[config.mk]
export PLATFORM = sky130hd
export DESIGN_NAME = divisor_secuencial_flat
export DESIGN_NICKNAME = d
export VERILOG_FILES = /design/src/rtl/divisor_pkg.sv /design/src/rtl/divisor_secuencial_if.sv /design/src/rtl/paso_division.sv /design/src/rtl/divisor_secuencial.sv /design/src/flat_wrapper.sv
export SDC_FILE = /design/constraint.sdc
export NUM_CORES = 1
export LEC_CHECK = 0
export CAP_MARGIN = 30
export CORE_ASPECT_RATIO = 1.75
export CORE_MARGIN = 1.5
export CORE_UTILIZATION = 35
export DETAILED_ROUTE_END_ITERATION = 8
export MAX_ROUTING_LAYER = met4
export PLACE_DENSITY = 0.52
export SKIP_LAST_GASP = 1
export SYNTH_ARGS = -nofsm -noshare
export SYNTH_HDL_FRONTEND = slang
export SYNTH_HIERARCHICAL = 1
export SYNTH_SLANG_ARGS = --single-unit
[constraint.sdc]
create_clock -name CLK -period 3.1 [get_ports CLK]
set_input_delay 0.775 -clock CLK [delete_from_list [all_inputs] [get_ports CLK]]
set_output_delay 0.775 -clock CLK [all_outputs]
set_load 0.1 [all_outputs]
[src/rtl/divisor_pkg.sv]
// rtl/divisor_pkg.sv - shared state encoding and default width for divisor_secuencial (DIVISOR_REDONDEO_EN adds REDONDEO)
package divisor_pkg;

   localparam int W_DEF = 24;

   typedef enum logic [1:0] {
      REPOSO  = 2'd0,
      DIVIDIR = 2'd1,
      FIN     = 2'd2
`ifdef DIVISOR_REDONDEO_EN
      , REDONDEO = 2'd3
`endif
   } estado_t;

endpackage

[src/rtl/divisor_secuencial_if.sv]
// rtl/divisor_secuencial_if.sv - operand/result bundle between a requester and divisor_secuencial
interface divisor_secuencial_if
   import divisor_pkg::*;
#(
   parameter int W = W_DEF
);

   logic             Inicio;
   logic [2*W-1:0]   Dividendo;
   logic [W-1:0]     Divisor;
   logic [W-1:0]     Cociente;
   logic [W-1:0]     Residuo;
   logic             Ocupado;
   logic             Listo;
   logic             Desborde;
   logic             Div_cero;

   modport master (
      output Inicio, Dividendo, Divisor,
      input  Cociente, Residuo, Ocupado, Listo, Desborde, Div_cero
   );

   modport slave (
      input  Inicio, Dividendo, Divisor,
      output Cociente, Residuo, Ocupado, Listo, Desborde, Div_cero
   );

endinterface

[src/rtl/paso_division.sv]
// rtl/paso_division.sv - one restoring-division step: shift in a dividend bit, compare, subtract
module paso_division #(
   parameter int W = 24
) (
   input  logic [W-1:0] resto_in,
   input  logic         bit_in,
   input  logic [W-1:0] divisor,
   output logic [W-1:0] resto_out,
   output logic         bit_q
);

   logic [W:0] parcial;
   logic [W:0] resta;

   // Trial subtraction on the W+1-bit partial remainder; keep it only if it does not go negative
   always_comb begin
      parcial   = {resto_in, bit_in};
      resta     = parcial - {1'b0, divisor};
      bit_q     = (parcial >= {1'b0, divisor});
      resto_out = bit_q ? resta[W-1:0] : parcial[W-1:0];
   end

endmodule

[src/rtl/divisor_secuencial.sv]
// rtl/divisor_secuencial.sv - sequential 2W/W restoring divider, MSB first; DIVISOR_REDONDEO_EN adds round-half-up
module divisor_secuencial
   import divisor_pkg::*;
#(
   parameter int W = W_DEF
) (
   input  logic                 CLK,
   input  logic                 RST_N,
   divisor_secuencial_if.slave  bus
);

   localparam int CW = $clog2(W + 1);

   estado_t        estado, estado_sig;
   logic [CW-1:0]  cuenta;
   logic [W-1:0]   resto;
   logic [W-1:0]   q_sr;       // low dividend half shifts out MSB first while quotient bits shift in
   logic [W-1:0]   divisor_r;
   logic           desb_r;
   logic           cero_r;
   logic [W-1:0]   resto_sig;
   logic           bit_q;
   logic           acepta;
   logic           cero_in;
   logic           desb_in;
   logic           ultimo;

   assign acepta  = (estado == REPOSO) && bus.Inicio;
   assign cero_in = (bus.Divisor == '0);
   assign desb_in = !cero_in && (bus.Dividendo[2*W-1:W] >= bus.Divisor);
   assign ultimo  = (cuenta == CW'(W - 1));

   paso_division #(.W(W)) u_paso (
      .resto_in  (resto),
      .bit_in    (q_sr[W-1]),
      .divisor   (divisor_r),
      .resto_out (resto_sig),
      .bit_q     (bit_q)
   );

   // State register
   always_ff @(posedge CLK or negedge RST_N) begin
      if (!RST_N) estado <= REPOSO;
      else        estado <= estado_sig;
   end

   // Next state: degenerate operands skip straight to FIN
   always_comb begin
      estado_sig = estado;
      case (estado)
         REPOSO:  if (bus.Inicio) estado_sig = (cero_in || desb_in) ? FIN : DIVIDIR;
         DIVIDIR: if (ultimo) begin
`ifdef DIVISOR_REDONDEO_EN
                     estado_sig = REDONDEO;
`else
                     estado_sig = FIN;
`endif
                  end
`ifdef DIVISOR_REDONDEO_EN
         REDONDEO: estado_sig = FIN;
`endif
         FIN:     estado_sig = REPOSO;
         default: estado_sig = REPOSO;
      endcase
   end

   // Operand latch, iteration counter and working remainder/quotient
   always_ff @(posedge CLK or negedge RST_N) begin
      if (!RST_N) begin
         resto     <= '0;
         q_sr      <= '0;
         divisor_r <= '0;
         cuenta    <= '0;
         desb_r    <= 1'b0;
         cero_r    <= 1'b0;
      end else if (acepta) begin
         divisor_r <= bus.Divisor;
         cuenta    <= '0;
         cero_r    <= cero_in;
         desb_r    <= desb_in;
         if (cero_in || desb_in) begin
            resto <= '0;
            q_sr  <= '1;
         end else begin
            resto <= bus.Dividendo[2*W-1:W];
            q_sr  <= bus.Dividendo[W-1:0];
         end
      end else if (estado == DIVIDIR) begin
         resto  <= resto_sig;
         q_sr   <= {q_sr[W-2:0], bit_q};
         cuenta <= cuenta + 1'b1;
      end
`ifdef DIVISOR_REDONDEO_EN
      else if (estado == REDONDEO) begin
         if ({resto, 1'b0} >= {1'b0, divisor_r}) begin
            if (&q_sr) desb_r <= 1'b1;
            else       q_sr   <= q_sr + 1'b1;
         end
      end
`endif
   end

   // Result registers: published on leaving FIN, flags cleared on acceptance
   always_ff @(posedge CLK or negedge RST_N) begin
      if (!RST_N) begin
         bus.Cociente <= '0;
         bus.Residuo  <= '0;
         bus.Ocupado  <= 1'b0;
         bus.Listo    <= 1'b0;
         bus.Desborde <= 1'b0;
         bus.Div_cero <= 1'b0;
      end else begin
         bus.Listo   <= (estado == FIN);
         bus.Ocupado <= acepta || (bus.Ocupado && !bus.Listo);
         if (acepta) begin
            bus.Desborde <= 1'b0;
            bus.Div_cero <= 1'b0;
         end else if (estado == FIN) begin
            bus.Cociente <= q_sr;
            bus.Residuo  <= resto;
            bus.Desborde <= desb_r;
            bus.Div_cero <= cero_r;
         end
      end
   end

endmodule

[src/flat_wrapper.sv]
// flat-port wrapper written by rule: the top's interface ports become plain ports
module divisor_secuencial_flat import divisor_pkg::*;
#(
   parameter int W = W_DEF
)
  (CLK, RST_N, bus_Inicio, bus_Dividendo, bus_Divisor, bus_Cociente, bus_Residuo, bus_Ocupado, bus_Listo, bus_Desborde, bus_Div_cero);
  divisor_secuencial_if #(.W(W)) bus_i ();
  input  logic CLK;
  input  logic RST_N;
  input wire logic [$bits(bus_i.Inicio)-1:0] bus_Inicio;
  input wire logic [$bits(bus_i.Dividendo)-1:0] bus_Dividendo;
  input wire logic [$bits(bus_i.Divisor)-1:0] bus_Divisor;
  output wire logic [$bits(bus_i.Cociente)-1:0] bus_Cociente;
  output wire logic [$bits(bus_i.Residuo)-1:0] bus_Residuo;
  output wire logic [$bits(bus_i.Ocupado)-1:0] bus_Ocupado;
  output wire logic [$bits(bus_i.Listo)-1:0] bus_Listo;
  output wire logic [$bits(bus_i.Desborde)-1:0] bus_Desborde;
  output wire logic [$bits(bus_i.Div_cero)-1:0] bus_Div_cero;
  assign bus_i.Inicio = bus_Inicio;
  assign bus_i.Dividendo = bus_Dividendo;
  assign bus_i.Divisor = bus_Divisor;
  assign bus_Cociente = bus_i.Cociente;
  assign bus_Residuo = bus_i.Residuo;
  assign bus_Ocupado = bus_i.Ocupado;
  assign bus_Listo = bus_i.Listo;
  assign bus_Desborde = bus_i.Desborde;
  assign bus_Div_cero = bus_i.Div_cero;
  divisor_secuencial #(.W(W)) u_core (.CLK(CLK), .RST_N(RST_N), .bus(bus_i));
endmodule
==> results of run 1 <==
## worst paths after layout
kind	to	slack (ns)
worst max register to register	u_core/resto[22]$_DFFE_PN0P_	0.17
worst min-delay path	u_core/bus.Cociente[9]$_DFFE_PN0P_	0.30
min in group CLK	u_core/bus.Ocupado$_DFF_PN0_	0.47
max in group asynchronous	u_core/q_sr[2]$_DFFE_PN0P_	2.08
worst max-delay path	u_core/resto[22]$_DFFE_PN0P_	0.17
worst min register to register	u_core/bus.Ocupado$_DFF_PN0_	0.47
## synth_stat cells, types with 25 or more instances
library cell / number
nand2_1: 152
nor3_1: 33
or3_1: 25
a21oi_1: 50
o21ai_0: 47
mux2i_1: 26
ha_1: 49
clkbuf_1: 32
and3_1: 27
mux2_2: 48
dfrtp_1: 133
inv_1: 53
## worst register-to-register path: stages (launching register included)
cell and delay, ns:
dfrtp_1 0.37, inv_1 0.07, ha_1 0.22, fa_1 0.41
nor2b_1 0.16, o31ai_1 0.11, a21oi_1 0.29, a21bo_2 0.27
nand2_1 0.09, and4b_1 0.19, o41ai_2 0.41, mux2i_1 0.13
o22ai_1 0.14
## logic make-up (layout without fill, tap and decap cells)
| kind of cell | Yosys count | in the layout | share of synthesized area (%) |
|---|---|---|---|
| AND/OR/NAND/NOR | 325 | 325 | 19.25 |
| AO/OA/AOI/OAI | 196 | 196 | 15.48 |
| flip-flops | 133 | 133 | 40.13 |
| buffers and inverters | 113 | 247 | 6.275 |
| multiplexers | 74 | 74 | 9.655 |
| adder cells (fa/ha/maj) | 50 | 50 | 7.633 |
| XOR/XNOR | 15 | 15 | 1.584 |
| other | 0 | 1 | 0 |
## final cells by class
| type | count | area, um2 | share of cell area, % |
|---|---|---|---|
| antenna | 1 | 2.502 | 0.02375 |
| clock buffer | 21 | 450.4 | 4.275 |
| clock inverter | 9 | 82.58 | 0.7837 |
| inverter | 53 | 198.9 | 1.888 |
| multi-input combinational | 660 | 4527 | 42.96 |
| sequential | 133 | 3328 | 31.58 |
| tap | 304 | 380.4 | 3.610 |
| timing repair buffer | 164 | 1568 | 14.88 |
## layer usage
| layer | up-vias | share of wire (%) | wire length (um) |
|---|---|---|---|
| met2 | 179 | 53 | 13460 |
| li1 | 3477 | - | - |
| met4 | 0 | 2.3 | 586 |
| met5 | - | 0 | 0 |
| met3 | 38 | 4.0 | 1014 |
| met1 | 3464 | 41 | 10380 |
## stage by stage
step	area [um2]	cells	util, %
final	10540	1345	45.16
after global routing	10540	1345	45.16
after CTS	10510	1344	45.03
after detailed placement	9975	1314	42.75
after global placement	9975	1314	42.75
after floorplan	8294	906	-
## registers in the layout (all words and copies together), names as in the netlist
signal	flops
u_core/bus.Cociente	24
u_core/bus.Residuo	24
u_core/divisor_r	24
u_core/q_sr	24
u_core/resto	24
u_core/cuenta	5
u_core/estado	2
u_core/bus.Desborde	1
u_core/bus.Div_cero	1
u_core/bus.Listo	1
u_core/bus.Ocupado	1
u_core/cero_r	1
u_core/desb_r	1
## timing repair
action	4_1_cts	5_1_grt
setup endpoints to repair	0	3
hold buffers	0	0
resized for setup	0	4
==> results.json, run 1 <==
{
  "die_area_mm2": 0.02467,
  "startpoint": "u_core/q_sr[23]$_DFFE_PN0P_",
  "dpl_worst_slack_ns": -0.05110,
  "max_freq_mhz": 341.3,
  "cp.required_ns": 3.45,
  "grt-ovfl-total": 0,
  "worst_slew_pin_slew_ns": 0.6610,
  "final_hold_viol_count": 0,
  "h-tree-depth": 4,
  "vias_per_cell": 5.322,
  "worst-setup-path-type": "reg -> reg",
  "syn_area_mm2": 0.008294,
  "cts_tree": "done",
  "crit_fanout": 4,
  "cts_root_buffer": "clkbuf_16",
  "synth.avg_cell_area_um2": 9.155,
  "drive_above_1_share_pct": 19.13,
  "hold_slack_ns": 0.3002,
  "clk_latency_ns": 0.43,
  "fin_crit_ns": 2.930,
  "core_mm2": 0.02333,
  "cp_num_cells": 12,
  "cts_sinks": 133,
  "worstRegToRegCells": 12,
  "synth_seq_cells": 133,
  "vias": 7158,
  "grt_pass1_wl_um": 40480,
  "routabilityCongestion": 0.8450,
  "dp_hpwl_um": 18620,
  "cts_setup_buffers": 0,
  "mostFrequentLayoutCells": "151 x nand2_1, 133 x dfrtp_1, 78 x buf_4",
  "fin_tns_setup_ns": 0,
  "grt.busiest_layer": "met2",
  "row_count": 74,
  "grt_max_degree": 64,
  "slew_headroom_pct": 55.93,
  "clkTransAtPathRegs_ns": 0.06,
  "synth-edff-count": 0,
  "synth_top_area_share_pct": 40.13,
  "grt_use_met2_pct": 39.80,
  "fin_crit_sh_pct": 94.52,
  "final_common_cell": "nand2_1",
  "yosysTopAreaCell": "dfrtp_1",
  "maxCapViolCount": 0,
  "setup_slack_ns": 0.1699,
  "yosysSeqAreaShare_pct": 40.13,
  "setup_viol": 0,
  "die_x_um": 119.4,
  "drv_slew": 0,
  "die_y_um": 206.6,
  "finClkSkew_ns": 0.008203,
  "start_kind": "flop",
  "async_reset_ff_share_pct": 100.0,
  "synth.area.top_cells": "dfrtp_1 40%, ha_1 7.4%, nand2_1 6.9%, mux2_2 6.5%, mux2i_1 3.1%",
  "end_kind": "flop",
  "route.detailed.drc": 0,
  "crit_chain": "inv_1 -> ha_1 -> fa_1 -> nor2b_1 -> o31ai_1 -> a21oi_1 -> a21bo_2 -> nand2_1 -> and4b_1 -> o41ai_2 -> mux2i_1 -> o22ai_1",
  "finalWirelength_um": 25440,
  "arrival_ns": 3.28,
  "ys_types": 67,
  "start_util_pct": 35.55,
  "cpMaxStageDelayCell": "fa_1",
  "grt_pass1_vias": 7434,
  "critical_path.max_stage_delay_ns": 0.41,
  "outcome": "finished, final reports clean",
  "hp-class": "in -> async",
  "area_growth_pct": 27.05,
  "antenna_found_initial": 1,
  "io_pins": 127,
  "final_nets": 1154,
  "ys_warn_count": 6,
  "grtUsageMet3_pct": 3.846,
  "wl_per_cell_um": 18.91,
  "ant_nets": 0,
  "path_buf_inv": 1,
  "rr_startpoint": "u_core/q_sr[23]$_DFFE_PN0P_",
  "port_buffers": 126,
  "grt_usage_pct": 22.03,
  "cts_made_buffers": 17,
  "grtUsageMet1_pct": 24.36,
  "cp_top_family": "compound AO/OA/AOI/OAI gates",
  "synth_ff_type": "dfrtp_1",
  "final.fill_count": 2332,
  "clk_path_buf_depth": 2,
  "synthCells": 906,
  "drt_iter0_markers": 372,
  "detail_route.first_pass.iterations": 5,
  "synth_nets": 1031
}
Power of run 1 is left out: the tool's default activity adds up to more than one toggle a clock period on the data nets, which glitch-free logic cannot reach.
==> inputs of run 2 (changes only) <==
PLACE_DENSITY = 0.54   (was 0.52)
clock period = 2.45 ns   (was 3.1 ns; I/O delays follow)
==> run 2 against run 1 <==
The flow now finishes with violations (negative setup slack). Sequential cell count unchanged. First-iteration DRC count down 24%. Setup slack worse by 0.54 ns. Routed wire length up 7.6%. Maximum frequency up 3.9%. Hold slack worse by 0.19 ns. Critical endpoint is now u_core/resto[19]$_DFFE_PN0P_.
==> results.json, run 2 (same netlist as run 1, synthesis figures left out) <==
{
  "critPathCapture": "u_core/resto[19]$_DFFE_PN0P_",
  "core_mm2": 0.02333,
  "die_x_um": 119.4,
  "dpl_worst_slack_ns": -0.4113,
  "worst_slew_pin_slew_ns": 0.5905,
  "cp_num_cells": 11,
  "maxCapViolCount": 0,
  "grt-ovfl-total": 0,
  "rr_startpoint": "u_core/divisor_r[1]$_DFFE_PN0P_",
  "wl_per_cell_um": 18.36,
  "worst-setup-path-type": "reg -> reg",
  "grt_usage_pct": 22.98,
  "cp_top_family": "compound AO/OA/AOI/OAI gates",
  "reg2reg_to": "u_core/resto[19]$_DFFE_PN0P_",
  "area_growth_pct": 49.28,
  "clkTransAtPathRegs_ns": 0.06,
  "final_common_cell": "buf_4",
  "setup_viol": 25,
  "finClkSkew_ns": 0.008687,
  "r2r_setup_slack_ns": -0.37,
  "multi_input_area_mm2": 0.005102,
  "fin_crit_ns": 2.820,
  "io_pins": 127,
  "slew_headroom_pct": 60.63,
  "grt_pass1_wl_um": 42430,
  "antennaDiodeCount": 0,
  "critical_path.max_stage_delay_ns": 0.39,
  "vias": 7762,
  "cts_root_buffer": "clkbuf_16",
  "worstRegToRegCells": 11,
  "cpMaxStageDelayCell": "dfrtp_1",
  "mostFrequentLayoutCells": "203 x buf_4, 136 x nand2_1, 133 x dfrtp_1",
  "ant_nets": 0,
  "hp-class": "in -> async",
  "crit_chain": "inv_2 -> ha_4 -> nor2b_4 -> o31a_1 -> o311ai_4 -> o31a_1 -> a211oi_2 -> o21a_1 -> o31ai_2 -> mux2i_1 -> o22ai_1",
  "seqCellArea_mm2": 0.003328,
  "grt_pass1_vias": 8010,
  "antenna_found_initial": 0,
  "final_hold_viol_count": 0,
  "detail_route.first_pass.iterations": 4,
  "outcome": "complete, but fails checks",
  "h-tree-depth": 4,
  "die_y_um": 206.6,
  "rsz0062_at_grt": "yes",
  "fin_crit_sh_pct": 115.1,
  "hold_slack_ns": 0.1115,
  "clk_latency_ns": 0.44,
  "vias_per_cell": 5.206,
  "arrival_ns": 3.18,
  "cts_tree": "done",
  "dp_hpwl_um": 19280,
  "cts_made_buffers": 17,
  "drv_slew": 0,
  "clk_path_buf_depth": 2,
  "routabilityCongestion": 0.8497,
  "max_freq_mhz": 354.7,
  "finalWirelength_um": 27370,
  "violations": "negative setup slack",
  "die_area_mm2": 0.02467,
  "route.detailed.drc": 0,
  "startpoint": "u_core/divisor_r[1]$_DFFE_PN0P_",
  "start_util_pct": 35.55,
  "final_nets": 1299,
  "cp.required_ns": 2.81,
  "final.fill_count": 2201,
  "cts_sinks": 133,
  "row_count": 74,
  "grt_max_degree": 59,
  "crit_top_cell": "o31a_1",
  "path_buf_inv": 1,
  "end_kind": "flop",
  "start_kind": "flop",
  "drive_above_1_share_pct": 36.31,
  "crit_fanout": 3,
  "port_buffers": 126,
  "setup_slack_ns": -0.3695,
  "drt_iter0_markers": 283
}
[run 2: layout make-up]
| class | count | area share (%) |
|---|---|---|
| Sequential cell | 133 | 26.88 |
| Clock buffer | 21 | 3.800 |
| Clock inverter | 11 | 1.011 |
| Timing Repair Buffer | 307 | 22.42 |
| Multi-Input combinational cell | 662 | 41.21 |
| Inverter | 53 | 1.607 |
| Tap cell | 304 | 3.072 |
[run 2: repair_timing]
action	4_1_cts	5_1_grt
setup buffers	20	7
gates resized for setup	77	51
endpoints found under the setup margin	25	51
cloned	2	2
pin swaps	47	35
hold buffers	0	0
[run 2: per-stage QoR]
step	TNS (ns)	util [%]	instances	area, um2
after floorplan	-0.1662	-	906	8329
after global placement	-18.17	46.95	1434	10950
after detailed placement	-18.78	46.95	1434	10950
after CTS	-5.159	52.04	1487	12140
after global routing	-8.621	53.07	1491	12380
final	-6.457	53.07	1491	12380
[run 2: worst register-to-register path, cell delays in order (launching register included)]
cell and delay [ns]:
dfrtp_1 0.39, inv_2 0.09, ha_4 0.21, nor2b_4 0.12, o31a_1 0.32, o311ai_4 0.34, o31a_1 0.33, a211oi_2 0.12
o21a_1 0.21, o31ai_2 0.28, mux2i_1 0.18, o22ai_1 0.14
[run 2: worst min path at each step]
stage / from / endpoint / slack [ns] / cells after the start
global route: RST_N / u_core/bus.Cociente[8]$_DFFE_PN0P_ / 0.16 / 1
finish: RST_N / u_core/bus.Cociente[8]$_DFFE_PN0P_ / 0.11 / 1
global placement: u_core/bus.Listo$_DFF_PN0_ / u_core/bus.Ocupado$_DFF_PN0_ / 0.44 / 1
floorplan: RST_N / u_core/bus.Cociente[0]$_DFFE_PN0P_ / 0.32 / 0
detailed placement: u_core/bus.Listo$_DFF_PN0_ / u_core/bus.Ocupado$_DFF_PN0_ / 0.45 / 1
CTS: RST_N / u_core/bus.Cociente[8]$_DFFE_PN0P_ / 0.14 / 1
[run 2: routing by layer]
metal	vias to the layer above	global-route usage [%]	wire, um
met1	3755	25.23	11030
met5	-	-	0
li1	3780	-	-
met2	185	41.12	14510
met3	42	3.489	1000
met4	0	10.25	832
Power of run 2 is left out for the same reason.
==> inputs of run 3 (changes only) <==
CORE_MARGIN = 2   (was 1.5)
==> run 3 against run 2 <==
The run still ends with negative setup slack left. Sequential share of layout area decreased by 0.31 points. Die area rose by 1.3%. Clock skew increased by 0.0014 ns. Cell area rose by 1.2%. First-iteration DRC count grew 19%. Final cell count up 0.60%. Count of clock-buffer cells in the layout decreased by 3.
==> results.json, run 3 (same netlist as run 1, synthesis figures left out) <==
{
  "wl_per_cell_um": 18.79,
  "arrival_ns": 3.03,
  "h-tree-depth": 4,
  "io_pins": 127,
  "grt_pass1_vias": 8263,
  "final_common_cell": "buf_4",
  "outcome": "complete, but fails checks",
  "worst_slew_pin_slew_ns": 0.4845,
  "cts_made_buffers": 17,
  "setup_viol": 25,
  "final_hold_viol_count": 0,
  "vias": 7929,
  "cts_root_buffer": "clkbuf_16",
  "start_util_pct": 35.55,
  "ant_nets": 0,
  "antennaDiodeCount": 0,
  "rsz0062_at_grt": "yes",
  "worst-setup-path-type": "reg -> reg",
  "die_area_mm2": 0.02499,
  "slew_headroom_pct": 67.70,
  "grt-ovfl-total": 0,
  "start_kind": "flop",
  "fin_crit_ns": 2.720,
  "area_growth_pct": 51.05,
  "multi_input_area_mm2": 0.005157,
  "die_y_um": 207.6,
  "drt_iter0_markers": 338,
  "antenna_found_initial": 0,
  "die_x_um": 120.4,
  "drive_above_1_share_pct": 37.88,
  "cts_sinks": 133,
  "finalWirelength_um": 28180,
  "clk_path_buf_depth": 2,
  "grt_usage_pct": 23.26,
  "max_freq_mhz": 367.6,
  "final.fill_count": 2178,
  "clkTransAtPathRegs_ns": 0.07,
  "finClkSkew_ns": 0.01011,
  "grt_max_degree": 46,
  "routabilityCongestion": 0.8737,
  "fin_crit_sh_pct": 111.0,
  "drv_slew": 0,
  "mostFrequentLayoutCells": "210 x buf_4, 141 x nand2_1, 133 x dfrtp_1",
  "fin_tns_setup_ns": -5.164,
  "crit_fanout": 7,
  "cts_hold_buf": 0,
  "violations": "negative setup slack",
  "route.detailed.drc": 0,
  "hp-class": "in -> async",
  "maxCapViolCount": 0,
  "clk_latency_ns": 0.43,
  "core_mm2": 0.02333,
  "setup_slack_ns": -0.2701,
  "port_buffers": 126,
  "grt_pass1_wl_um": 43850,
  "vias_per_cell": 5.286,
  "cp.required_ns": 2.76,
  "final_util_pct": 53.69,
  "detail_route.first_pass.iterations": 4,
  "final_nets": 1308,
  "row_count": 74,
  "dp_hpwl_um": 19980,
  "end_kind": "flop",
  "seqCellArea_mm2": 0.003328,
  "cts_tree": "done"
}
-- run 3: changes by cell type in the layout (fill, tap and decap cells not counted), sizes merged --
cell,previous run,this run
buf,234,245
clkinv,6,5
bufinv,2,1
dlymetal6s2s,1,6
inv,54,57
or2,4,2
clkbuf,21,18
clkinvlp,2,4
clkdlybuf4s50,72,67
-- run 3: timing repair --
action,CTS,global route
setup buffers,11,11
gates cloned,4,0
resized for setup,66,77
pin swaps,36,42
endpoints found under the setup margin,25,51
hold endpoints to repair,0,0
-- run 3: cell type report --
class | instances | area share (%)
multi-input cells | 660 | 41.17
flip-flops and latches | 133 | 26.57
repair buffers | 318 | 23.12
clock buffers | 18 | 3.505
well taps | 304 | 3.036
inverters | 53 | 1.588
clock inverters | 14 | 1.019
-- run 3: through the flow --
step / setup WS (ns) / hold WS [ns] / instances / instance area (um2)
finish: -0.2701 / 0.1212 / 1500 / 12530
global route: -0.3540 / 0.1416 / 1500 / 12530
CTS: -0.2302 / 0.1182 / 1491 / 12110
detailed placement: -0.5283 / 0.4467 / 1446 / 11020
global placement: -0.5143 / 0.4425 / 1446 / 11020
floorplan: -0.02204 / 0.3169 / 906 / 8329
-- run 3: path summary, 6_finish.rpt --
kind                                                   start                                 end  slack (ns)  cells past startpoint
worst max-delay path            u_core/resto[17]$_DFFE_PN0P_        u_core/resto[12]$_DFFE_PN0P_       -0.27                     13
worst min-delay path                                   RST_N  u_core/bus.Cociente[2]$_DFFE_PN0P_        0.12                      1
worst max register to register  u_core/resto[17]$_DFFE_PN0P_        u_core/resto[12]$_DFFE_PN0P_       -0.27                     13
worst min register to register    u_core/bus.Listo$_DFF_PN0_        u_core/bus.Ocupado$_DFF_PN0_        0.45                      1
max in group asynchronous                              RST_N        u_core/resto[10]$_DFFE_PN0P_        1.62                      2
min in group CLK                  u_core/bus.Listo$_DFF_PN0_        u_core/bus.Ocupado$_DFF_PN0_        0.45                      1
-- run 3: per-layer routing --
layer / wire, um / global-route usage [%] / up-vias
met5: 0 / - / -
met1: 11100 / 25.50 / 3859
met3: 1043 / 3.874 / 71
met4: 1068 / 10.67 / 0
met2: 14970 / 40.62 / 219
li1: - / - / 3780
-- run 3: worst max-delay path, cell delays in order, from the launching register on --
cell and delay, ns:
dfrtp_1 0.41, ha_4 0.26, buf_6 0.12, a21oi_4 0.15, o21ai_2 0.07, a311o_1 0.32
a311oi_1 0.28, a21boi_4 0.25, buf_6 0.17, buf_12 0.13, buf_16 0.13, o21ai_2 0.05
mux2i_1 0.14, o22ai_1 0.11
Power of run 3 is left out for the same reason.
